[config.mk]
export PLATFORM = sky130hd
export DESIGN_NAME = seg7_scan_mux
export DESIGN_NICKNAME = d
export VERILOG_FILES = /design/src/rtl/seg7_scan_mux.sv
export SDC_FILE = /design/constraint.sdc
export NUM_CORES = 1
export LEC_CHECK = 0
export BUFFER_PORTS_ARGS = -buffer_cell sky130_fd_sc_hd__clkbuf_2
export CORE_AREA = 2 2 74 76
export CTS_BUF_LIST = sky130_fd_sc_hd__clkbuf_16
export DETAILED_ROUTE_END_ITERATION = 8
export DIE_AREA = 0 0 76 78
export GPL_TIMING_DRIVEN = 1
export PLACE_DENSITY = 0.85
export SYNTH_ARGS = -nofsm -noshare
export SYNTH_HDL_FRONTEND = slang
export SYNTH_SLANG_ARGS = --single-unit
[constraint.sdc]
create_clock -name clock -period 4 [get_ports clock]
set_clock_uncertainty 0.2 [all_clocks]
set_input_delay 0.8 -clock clock [delete_from_list [all_inputs] [get_ports clock]]
set_output_delay 0.8 -clock clock [all_outputs]
set_load 0.005 [all_outputs]
[src/rtl/seg7_scan_mux.sv]
// seg7_scan_mux: multiplexed seven-segment debug display driver.
// Picks one of NSRC hex words and snapshots it once per frame so the display
// never tears. Scans DIGITS common-anode digits, with a blank slot at the
// start of every digit.
// Optional feature: define SEG7_LZB_EN to enable leading-zero blanking.
module seg7_scan_mux #(
    parameter  int DIGITS    = 4,
    parameter  int NSRC      = 4,
    parameter  int SCAN_DIV  = 16384,
    parameter  int BLANK_CYC = 2,
    localparam int SEL_W     = (NSRC > 1) ? $clog2(NSRC) : 1
) (
    input  logic                       clock,
    input  logic                       resetn,
    input  logic [NSRC*DIGITS*4-1:0]   src_data,
    input  logic [SEL_W-1:0]           src_sel,
    input  logic [DIGITS-1:0]          dp_in,
    input  logic                       hold,
    output logic [DIGITS-1:0]          anode,
    output logic [7:0]                 segment,
    output logic                       frame_start
);

    localparam int W     = DIGITS * 4;
    localparam int PRE_W = $clog2(SCAN_DIV);
    localparam int IDX_W = (DIGITS > 1) ? $clog2(DIGITS) : 1;

    logic [PRE_W-1:0]  pre;
    logic [IDX_W-1:0]  idx;
    logic [W-1:0]      snap;
    logic [DIGITS-1:0] dpsnap;
    logic [W-1:0]      sel_word;
    logic [3:0]        nib;
    logic              glyph_off;
    logic              pre_last;
    logic              idx_last;
    logic              boundary;
    logic              lit;

    // Hex glyph in {g,f,e,d,c,b,a} order, active low.
    function automatic logic [6:0] font(input logic [3:0] n);
        case (n)
            4'h0: font = 7'h40;
            4'h1: font = 7'h79;
            4'h2: font = 7'h24;
            4'h3: font = 7'h30;
            4'h4: font = 7'h19;
            4'h5: font = 7'h12;
            4'h6: font = 7'h02;
            4'h7: font = 7'h78;
            4'h8: font = 7'h00;
            4'h9: font = 7'h10;
            4'hA: font = 7'h08;
            4'hB: font = 7'h03;
            4'hC: font = 7'h46;
            4'hD: font = 7'h21;
            4'hE: font = 7'h06;
            default: font = 7'h0E;
        endcase
    endfunction

    // Source mux; any index without a matching source falls back to source 0.
    always_comb begin
        sel_word = src_data[W-1:0];
        for (int k = 0; k < NSRC; k++) begin
            if (src_sel == SEL_W'(k)) sel_word = src_data[k*W +: W];
        end
    end

    assign pre_last = (pre == PRE_W'(SCAN_DIV - 1));
    assign idx_last = (idx == IDX_W'(DIGITS - 1));
    assign boundary = (pre == '0) && (idx == '0);
    assign lit      = (pre >= PRE_W'(BLANK_CYC));
    assign nib      = snap[idx*4 +: 4];

`ifdef SEG7_LZB_EN
    logic [DIGITS-1:0] zero_from;

    // zero_from[i]: nibble i and every higher nibble of the snapshot are zero.
    always_comb begin
        logic run;
        run = 1'b1;
        zero_from = '0;
        for (int i = DIGITS - 1; i >= 0; i--) begin
            run = run & (snap[i*4 +: 4] == 4'h0);
            zero_from[i] = run;
        end
    end

    assign glyph_off = (idx != '0) && zero_from[idx];
`else
    assign glyph_off = 1'b0;
`endif

    // Prescaler, digit index and frame snapshot.
    always_ff @(posedge clock or negedge resetn) begin
        if (!resetn) begin
            pre    <= '0;
            idx    <= '0;
            snap   <= '0;
            dpsnap <= '0;
        end else begin
            pre <= pre_last ? '0 : pre + PRE_W'(1);
            if (pre_last) idx <= idx_last ? '0 : idx + IDX_W'(1);
            if (boundary && !hold) begin
                snap   <= sel_word;
                dpsnap <= dp_in;
            end
        end
    end

    // Aligned output registers, one cycle behind pre/idx.
    always_ff @(posedge clock or negedge resetn) begin
        if (!resetn) begin
            anode       <= '1;
            segment     <= 8'hFF;
            frame_start <= 1'b0;
        end else begin
            frame_start <= boundary;
            if (lit) begin
                anode   <= ~(DIGITS'(1) << idx);
                segment <= {~dpsnap[idx], glyph_off ? 7'h7F : font(nib)};
            end else begin
                anode   <= '1;
                segment <= 8'hFF;
            end
        end
    end

endmodule

==> metrics, run 1 <==
vias in the first global route 1980; ys async rst share 100%; required time worst endpoint 3980 ps; Clock Latency Late Sink 290 ps; Most used DFF post-synth dfrtp_1; CTS buffer count 5; Finished Core Util 67.7%; hold violation count in the final report 0; share of the synthesized area in the top cell type 32.9%; max-slew violation count 0; Final Cycle Share 59.0%; ANT nets after route 0; Starting Density 55.9%; CTS resizes 0; cell family with most CP delay multiplexers; DRT iter0 DRCs 106; first-pass GRT wire length 9280 um; CP Launch Point idx[0]; gr usage total 20.0%; max_slew headroom 46.3%; Clock Path Buffers 2; P_leak 1.61 nW; DIE WIDTH 76 um; Initial DRT Pass Iterations 4; Cells after DPL 349; cts hold-fix bufs 0; Rows 26; CTS clk-pin slew, worst paths 70 ps; Final Instance Count excl. Fillers 357; critical-path maximum fanout 10; DRC viols 0; Hold Crit Class reg -> reg; largest stage delay on the critical path 640 ps; number of antenna violations at the first check in global routing 0; drt wl/cell 14.8 um; largest net degree at the start of global routing 35; DP HPWL 4040 um; synth-to-layout area growth 21.3%; EDFF count, synth 0; pwr/cell area 359 nW/um2; unique cell type count in the Yosys netlist 36; Crit Path Class reg -> reg; via density per instance 5.39; gr ovfl total 0; IO Count 86; syn_area_per_cell 13.8 um2; total routed wirelength 5270 um; Port Buffers 85; share of layout cells above drive strength 1 55.1%; Highest Clock Rate 424 MHz; VDD IR max 0.220 mV; DR vias 1926; Final setup viols 0; Slowest-stage cell, CP mux4_2; Worst Setup Start Kind flop; Reg2Reg Launch Point idx[0]; sequential area share after synthesis 44.1%; die area 5930 um2; post-route minimum period 2360 ps; dpl ws 1550 ps; Worst Tran Pin Value 805 ps; Critical Path, Cell by Cell mux4_2 -> ha_1 -> mux2_2 -> nand2_1 -> o311ai_0; Bufs and invs on worst path 0; Setup TNS Final 0 ps; nets 372; Yosys warnings 0; total power 1.23 mW; GPL Wtd Cong 0.852; CTS H-tree depth 2; cell area after synthesis 2820 um2; Syn Inst Count 204; WP data arrival 2340 ps; core area 5040 um2; status complete, no violations; flops & latches, synth 49; syn_nets 290; # fillers 342; RSZ-0062 raised after global routing false; Die Height 78 um; critical path capture point type flop; postcts setup bufs 0; ANT cells 0; max cap viols 0; Hold Crit Start pre[13]; dominant cell type by area after synthesis dfrtp_1; Synth area leaders dfrtp_1 33%, mux4_2 17%, dfstp_2 11%, mux2_4 5.9%, ha_1 5.8%; CTS tree yes; # clock sinks 49; root buf cell clkbuf_16; worst setup margin 1640 ps
cells by family (layout without fill, tap and decap cells):
logic type / after synthesis / count (layout) / synth area share, %
muxes: 50 / 50 / 29.7
DFF: 49 / 49 / 44.1
and+or+nand+nor: 48 / 48 / 9.42
buffers and inverters: 21 / 104 / 4.66
adders and majority gates: 13 / 13 / 5.78
AOI/OAI and AO/OA: 13 / 13 / 3.29
xor gates and xnor gates: 10 / 10 / 3.11
cells in the final DEF, fill, tap and decap left out, drive strengths merged, types with 2 or more instances in the layout:
cell type and instances:
a21oi 2, and4 3, buf 2, clkbuf 90, dfrtp 37, dfstp 12, ha 13, inv 10
mux2 25, mux2i 4, mux4 21, nand2 15, nand3 5, nand4 3, nor2 9, nor3 3
nor4 4, o211ai 3, o21ai 3, o221ai 2, or4 2, xnor2 3, xor2 7
metal layers:
| metal | wire (um) | global-route usage (%) |
|---|---|---|
| met3 | 334 | 4.65 |
| met1 | 2260 | 26.8 |
| met2 | 2590 | 32.3 |
| met4 | 89 | 7.09 |
| met5 | 0 | 0 |
sequential cells by signal, summed over array words and instances (netlist names):
signal       count
snap            16
pre             14
segment          8
anode            4
dpsnap           4
idx              2
frame_start      1
where the power goes:
part / internal [mW] / switching (mW) / total, mW
sequential: 0.542 / 0.0164 / 0.559
combinational: 0.112 / 0.0759 / 0.188
clock: 0.296 / 0.183 / 0.479
path summary, 6_finish.rpt:
check	end	slack, ps	cells after the start
worst max-delay path	segment[6]	1640	5
worst min-delay path	pre[13]	310	1
worst max register to register	segment[6]	1640	5
worst min register to register	pre[13]	310	1
max in group asynchronous	segment[7]	2440	2
min in group asynchronous	pre[5]	390	1
synthesized netlist by cell type, types with 2 or more instances:
cell      count
a21oi_1       2
and4_1        3
buf_2         3
buf_6         6
clkbuf_1      2
dfrtp_1      37
dfstp_2      12
ha_1         13
inv_1         9
mux2_2       14
mux2_4       11
mux2i_1       4
mux4_2       21
nand2_1      14
nand3_1       5
nand4_1       3
nor2_1        9
nor3_1        3
nor4_1        3
o211ai_1      3
o21ai_0       2
o221ai_1      2
or4_4         2
xnor2_1       3
xor2_1        7
area by class of cell:
type                       count  area, um2  share of cell area (%)
sequential                    49       1240                    36.3
multi-input combinational    134       1440                    42.3
clock buffer                   5        125                    3.66
timing repair buffer          87        440                    12.9
inverter                       9       33.8                   0.989
tap                           70       87.6                    2.56
clock inverter                 3       43.8                    1.28
through the flow:
stage,hold WS (ps),cell area (um2)
after floorplan,257,2820
after global placement,292,3250
after CTS,302,3420
final,305,3420
after detailed placement,291,3250
after global routing,318,3420
(Power assumes the default switching activity.)
==> run 2: changes to the inputs <==
==> config.mk (replaced) <==
export PLATFORM = sky130hd
export DESIGN_NAME = seg7_scan_mux
export DESIGN_NICKNAME = d
export VERILOG_FILES = /design/src/rtl/seg7_scan_mux.sv
export SDC_FILE = /design/constraint.sdc
export NUM_CORES = 1
export LEC_CHECK = 0
export ABC_AREA = 1
export BUFFER_PORTS_ARGS = -buffer_cell sky130_fd_sc_hd__clkbuf_2
export CORE_AREA = 2 2 81 83
export CTS_BUF_LIST = sky130_fd_sc_hd__clkbuf_16
export DETAILED_ROUTE_END_ITERATION = 8
export DIE_AREA = 0 0 83 85
export GPL_TIMING_DRIVEN = 1
export PLACE_DENSITY = 0.79
export SYNTH_ARGS = -nofsm -noshare
export SYNTH_HDL_FRONTEND = slang
export SYNTH_SLANG_ARGS = --single-unit
==> constraint.sdc (replaced) <==
create_clock -name clock -period 2.35 [get_ports clock]
set_clock_uncertainty 0.2 [all_clocks]
set_input_delay 0.47 -clock clock [delete_from_list [all_inputs] [get_ports clock]]
set_output_delay 0.47 -clock clock [all_outputs]
set_load 0.005 [all_outputs]
==> run 2 against run 1 <==
Effect of this change: the run now ends with negative hold slack left; sequential cell count stayed put; register-to-register slack worse by 1200 ps; critical path depth is 1 higher; sequential share of layout area is 3.6 points lower; global-route usage is 0.38 points higher; worst setup slack worse by 1200 ps; total power is 60% higher; count of clock-buffer cells in the layout stayed put; wire length is 29% higher; critical endpoint is now snap[9].
==> metrics, run 2 <==
design area 3790 um2 (+11%); Slowest-stage cell, CP dfrtp_1; total power 1.96 mW (+60%); sequential area share after synthesis 38.9% (-5.2 points); dominant cell type by area after synthesis dfrtp_1; unique cell type count in the Yosys netlist 30 (-17%); CTS tree yes; Clock Latency Late Sink 280 ps (about the same); max cap viols 0 (unchanged); die area 7060 um2 (+19%); most common cell in the synthesized netlist nand2_1; Port Buffers 85 (unchanged); max_slew headroom 57.9% (+12 points); commonest non-fill, non-tap cell in the layout nand2_1; area post-placement 3650 um2 (+12%); Syn Inst Count 443 (+120%); hold slack -8.32 ps (-313 ps); DRT iter0 DRCs 117 (+10%); max reg flops 16 (unchanged); IO Count 86 (unchanged); postcts setup bufs 0 (unchanged); Most used DFF post-synth dfrtp_1; dpl ws 448 ps (-1100 ps); CP dominant cell by count nand2_1; largest registers snap (16), pre (14), segment (8); P_leak 2.13 nW (+32%); number of antenna violations at the first check in global routing 0 (unchanged); CTS buffer count 5 (unchanged); hold violation count in the final report 6 (+6); via density per instance 4.93 (-8.6%); Critical Path, Cell by Cell inv_2 -> ha_1 -> nand3_2 -> nor2_4 -> nand2_1 -> nand2_1; DRC viols 0 (unchanged); DIE WIDTH 83 um (+9.2%); gr usage total 20.4% (+0.38 points); Final setup viols 0 (unchanged); RSZ-0062 raised after global routing false; syn_area_per_cell 7.20 um2 (-48%); Reg2Reg Launch Point idx[0]; worst setup margin 436 ps (-1200 ps); Crit Path Class reg -> reg; CTS resizes 0 (unchanged); met2 WL 3180 um (+23%); share of layout cells above drive strength 1 27.0% (-28 points); flops & latches, synth 49 (unchanged); Worst Tran Pin Value 632 ps (-173 ps); Clock Path Buffers 2 (unchanged); share of the synthesized area in the top cell type 29.0% (-3.9 points); pwr/cell area 517 nW/um2 (+44%); total routed wirelength 6810 um (+29%); Starting Density 51.4% (-4.4 points); root buf cell clkbuf_16; CTS H-tree depth 2 (unchanged); Yosys warnings 0 (unchanged); commonest non-fill, non-tap cells in the layout 171 x nand2_1, 85 x clkbuf_2, 81 x nand3_1; max-slew violation count 0 (unchanged); DR vias 2968 (+54%); top layer reached by signal wires met4; Bufs and invs on worst path 1 (+1); EDFF count, synth 0 (unchanged); syn_nets 529 (+82%); core area 6200 um2 (+23%); first-pass GRT wire length 12200 um (+32%); nets 610 (+64%); WP data arrival 1930 ps (-410 ps); cts hold-fix bufs 0 (unchanged); largest stage delay on the critical path 460 ps (-180 ps); Rows 29 (+12%); WL met1 3150 um (+39%); DP HPWL 5440 um (+35%); drt wl/cell 11.3 um (-23%); critical path capture point type flop; largest net degree at the start of global routing 33 (-5.7%); cell depth of the worst setup path 6 (+1); synth-to-layout area growth 18.8%; post-route minimum period 1910 ps (-445 ps); CTS clk-pin slew, worst paths 60 ps (about the same); reg2reg path depth 6 (+1); Final Instance Count excl. Fillers 602 (+69%); ANT cells 0 (unchanged); Finished Core Util 61.1% (-6.7 points); Worst Setup Start Kind flop; Initial DRT Pass Iterations 4 (unchanged); VDD IR max 0.369 mV (+68%); Highest Clock Rate 523 MHz (+23%); # fillers 543 (+59%); required time worst endpoint 2370 ps (-1610 ps); critical-path maximum fanout 20 (+10); cell area after synthesis 3190 um2 (+13%); cell family with most CP delay simple AND/OR/NAND/NOR gates; routed wire length on met3 388 um (+16%); status finished with violations; failing checks negative hold slack; CP Launch Point idx[0]; ANT nets after route 0 (unchanged); Cells after DPL 594 (+70%); Biggest register snap; GPL Wtd Cong 0.862 (+1.2%); Die Height 85 um (+9.0%); synth cell count leaders 171 x nand2_1, 81 x nand3_1, 37 x dfrtp_1; # clock sinks 49 (unchanged); Synth area leaders dfrtp_1 29%, nand2_1 20%, nand3_1 13%, dfstp_2 9.9%, ha_1 5.1%; ys async rst share 100% (unchanged); vias in the first global route 2854 (+44%); Hold Crit Class in -> async; Setup TNS Final 0 ps (unchanged); gr ovfl total 0 (unchanged); Final Cycle Share 81.4% (+22 points)
run 2: layout make-up:
cell class,instances,area [um2],area share [%]
flip-flops and latches,49,1240,32.8
inverters,27,101,2.67
repair buffers,89,468,12.3
clock buffers,5,125,3.30
clock inverters,3,15.0,0.396
multi-input cells,352,1740,46.0
well taps,77,96.3,2.54
run 2: layer usage:
layer,vias to the layer above,track usage [%]
met4,0,7.00
met3,9,3.40
li1,1557,-
met2,104,34.5
met1,1298,26.6
met5,-,0
run 2: power breakdown:
| part | leakage, nW | total (mW) | switching [mW] | internal, mW |
|---|---|---|---|---|
| combinational | 1.46 | 0.342 | 0.193 | 0.149 |
| clock | 0.0724 | 0.671 | 0.285 | 0.386 |
| sequential | 0.599 | 0.945 | 0.0263 | 0.919 |
| total | 2.13 | 1.96 | 0.505 | 1.45 |
run 2: final timing paths:
| check | end | slack [ps] |
|---|---|---|
| worst min register to register | snap[7] | 280 |
| worst max-delay path | snap[9] | 440 |
| worst min-delay path | pre[9] | -8 |
| max in group asynchronous | snap[5] | 1410 |
| min in group clock | dpsnap[1] | 190 |
| worst max register to register | snap[9] | 440 |
run 2: cells by family (layout without fill, tap and decap cells):
group	Yosys count	after routing	share of synthesized area [%]
buffers and inverters	42	124	6.47
DFF	49	49	38.9
and+or+nand+nor	326	326	46.5
adders and majority gates	13	13	5.10
AOI/OAI and AO/OA	5	5	0.824
xor gates and xnor gates	8	8	2.20
==> run 3: changes to the inputs <==
--- a/config.mk
+++ b/config.mk
@@ -5,14 +5,14 @@
 export SDC_FILE = /design/constraint.sdc
 export NUM_CORES = 1
 export LEC_CHECK = 0
-export ABC_AREA = 1
+export ABC_AREA = 0
 export BUFFER_PORTS_ARGS = -buffer_cell sky130_fd_sc_hd__clkbuf_2
 export CORE_AREA = 2 2 81 83
 export CTS_BUF_LIST = sky130_fd_sc_hd__clkbuf_16
 export DETAILED_ROUTE_END_ITERATION = 8
 export DIE_AREA = 0 0 83 85
 export GPL_TIMING_DRIVEN = 1
-export PLACE_DENSITY = 0.79
+export PLACE_DENSITY = 0.75
 export SYNTH_ARGS = -nofsm -noshare
 export SYNTH_HDL_FRONTEND = slang
 export SYNTH_SLANG_ARGS = --single-unit
==> constraint.sdc (replaced) <==
create_clock -name clock -period 1.6 [get_ports clock]
set_clock_uncertainty 0.2 [all_clocks]
set_input_delay 0.32 -clock clock [delete_from_list [all_inputs] [get_ports clock]]
set_output_delay 0.32 -clock clock [all_outputs]
set_load 0.005 [all_outputs]
==> run 3 against run 2 <==
Effect of this change: the run ends with negative setup slack left; clock power grew 79%; count of clock-buffer cells in the layout is the same; sequential power grew 48%; utilization grew 8.5 points; fmax shrank 11%; register-to-register slack lost 1000 ps; largest power group unchanged.
==> metrics, run 3 (synthesized netlist as in run 1, its figures left out) <==
VDD IR max 0.654 mV (+77%); DR vias 2323 (-22%); number of antenna violations at the first check in global routing 0 (unchanged); FF+latch area 1240 um2 (+0.10%); Cells after DPL 405 (-32%); DRT iter0 DRCs 110 (-6.0%); Rows 29 (unchanged); CTS tree yes; Highest Clock Rate 463 MHz (-11%); Slowest-stage cell, CP dfrtp_1; ANT cells 0 (unchanged); Hold Crit Class in -> reg; design area 4320 um2 (+14%); Starting Density 45.4% (-6.0 points); total routed wirelength 7560 um (+11%); DRC viols 0 (unchanged); Final setup viols 42 (+42); first-pass GRT wire length 11400 um (-6.8%); Port Buffers 85 (unchanged); Setup TNS Final -17650 ps (-17650 ps); synth-to-layout area growth 53.3%; DIE WIDTH 83 um (unchanged); Clock Path Buffers 2 (unchanged); Critical Path, Cell by Cell inv_1 -> ha_2 -> nand2_4 -> nor4_4 -> buf_4 -> clkbuf_16 -> mux2_4; # fillers 388 (-29%); pwr/cell area 750 nW/um2 (+45%); CTS buffer count 5 (unchanged); failing checks negative setup slack; GPL Wtd Cong 0.824 (-4.4%); root buf cell clkbuf_16; status finished with violations; multi-input gate area in the final layout 1700 um2 (-2.4%); vias in the first global route 2426 (-15%); Initial DRT Pass Iterations 4 (unchanged); Biggest register snap; nets 437 (-28%); Worst Setup Start Kind flop; reg2reg path depth 7 (+1); core area 6200 um2 (unchanged); die area 7060 um2 (unchanged); P_leak 2.08 nW (-2.7%); largest registers snap (16), pre (14), segment (8); gr usage total 20.3% (-0.058 points); DP HPWL 5000 um (-8.0%); CTS H-tree depth 2 (unchanged); drt wl/cell 17.6 um (+56%); critical path capture point type flop; commonest non-fill, non-tap cell in the layout clkbuf_2; max-slew violation count 0 (unchanged); share of layout cells above drive strength 1 71.9% (+45 points); Final Cycle Share 135% (+54 points); hold slack 64.2 ps (+72.5 ps); commonest non-fill, non-tap cells in the layout 85 x clkbuf_2, 47 x buf_4, 36 x dfrtp_1; required time worst endpoint 1580 ps (-790 ps); dpl ws -522 ps (-970 ps); area post-placement 3770 um2 (+3.3%); post-route minimum period 2160 ps (+246 ps); Crit Path Class reg -> reg; # clock sinks 49 (unchanged); largest stage delay on the critical path 480 ps (+20 ps); CTS clk-pin slew, worst paths 70 ps (about the same); hold violation count in the final report 0 (-6); Die Height 85 um (unchanged); Final Instance Count excl. Fillers 429 (-29%); max reg flops 16 (unchanged); max cap viols 0 (unchanged); worst setup margin -560 ps (-996 ps); largest net degree at the start of global routing 21 (-36%); critical-path maximum fanout 6 (-70%); ANT nets after route 0 (unchanged); total power 3.24 mW (+65%); Finished Core Util 69.6% (+8.5 points); WP data arrival 2140 ps (+210 ps); Worst Tran Pin Value 343 ps (-289 ps); Clock Latency Late Sink 290 ps (about the same); via density per instance 5.41 (+9.8%); RSZ-0062 raised after global routing true; IO Count 86 (unchanged); hold path depth 2; max_slew headroom 77.1% (+19 points); gr ovfl total 0 (unchanged)
run 3: changes by cell type in the layout (fill, tap and decap cells not counted), moves of 13 or more:
| cell | previous run | this run |
|---|---|---|
| nor2_1 | 30 | 8 |
| nand3_1 | 81 | 4 |
| buf_4 | 3 | 47 |
| inv_1 | 20 | 7 |
| nand2_1 | 171 | 7 |
| mux4_2 | 0 | 21 |
| mux2_4 | 0 | 21 |
run 3: critical path: cells and delay by family, from the launching register on:
kind	cells	cell delay, ps
DFF	1	480
and+or+nand+nor	2	320
adders and majority gates	1	240
muxes	1	300
buffers and inverters	3	520
run 3: layout make-up:
type | instances | area share [%]
clock buffer | 5 | 2.90
clock inverter | 3 | 0.985
inverter | 9 | 0.898
multi-input combinational | 135 | 39.4
sequential | 49 | 28.8
tap | 77 | 2.23
timing repair buffer | 151 | 24.8
run 3: timing repair:
action | CTS | global route
hold buffers | 1 | 0
setup endpoints to repair | 43 | 45
buffers inserted | 4 | 9
gates cloned | 1 | 3
pin swaps | 4 | 9
gates resized for setup | 24 | 28
endpoints found under the hold margin | 3 | 0
run 3: where the power goes:
part | total, mW | switching (mW) | leakage (nW) | internal (mW)
clock | 1.20 | 0.467 | 0.0852 | 0.735
sequential | 1.40 | 0.0414 | 0.593 | 1.36
combinational | 0.638 | 0.246 | 1.40 | 0.393
total | 3.24 | 0.754 | 2.08 | 2.48
run 3: metal layers:
metal	routed length, um	track usage, %
met5	0	0
met4	135	7.60
met3	387	4.18
met2	3930	35.4
met1	3100	25.1
run 3: final timing paths:
check,start,end,slack (ps)
min in group asynchronous,resetn,pre[12],260
hold reg to reg,snap[9],snap[9],310
max in group asynchronous,resetn,segment[4],410
hold / removal,dp_in[1],dpsnap[1],60
setup reg to reg,idx[1],snap[1],-560
setup / recovery,idx[1],snap[1],-560
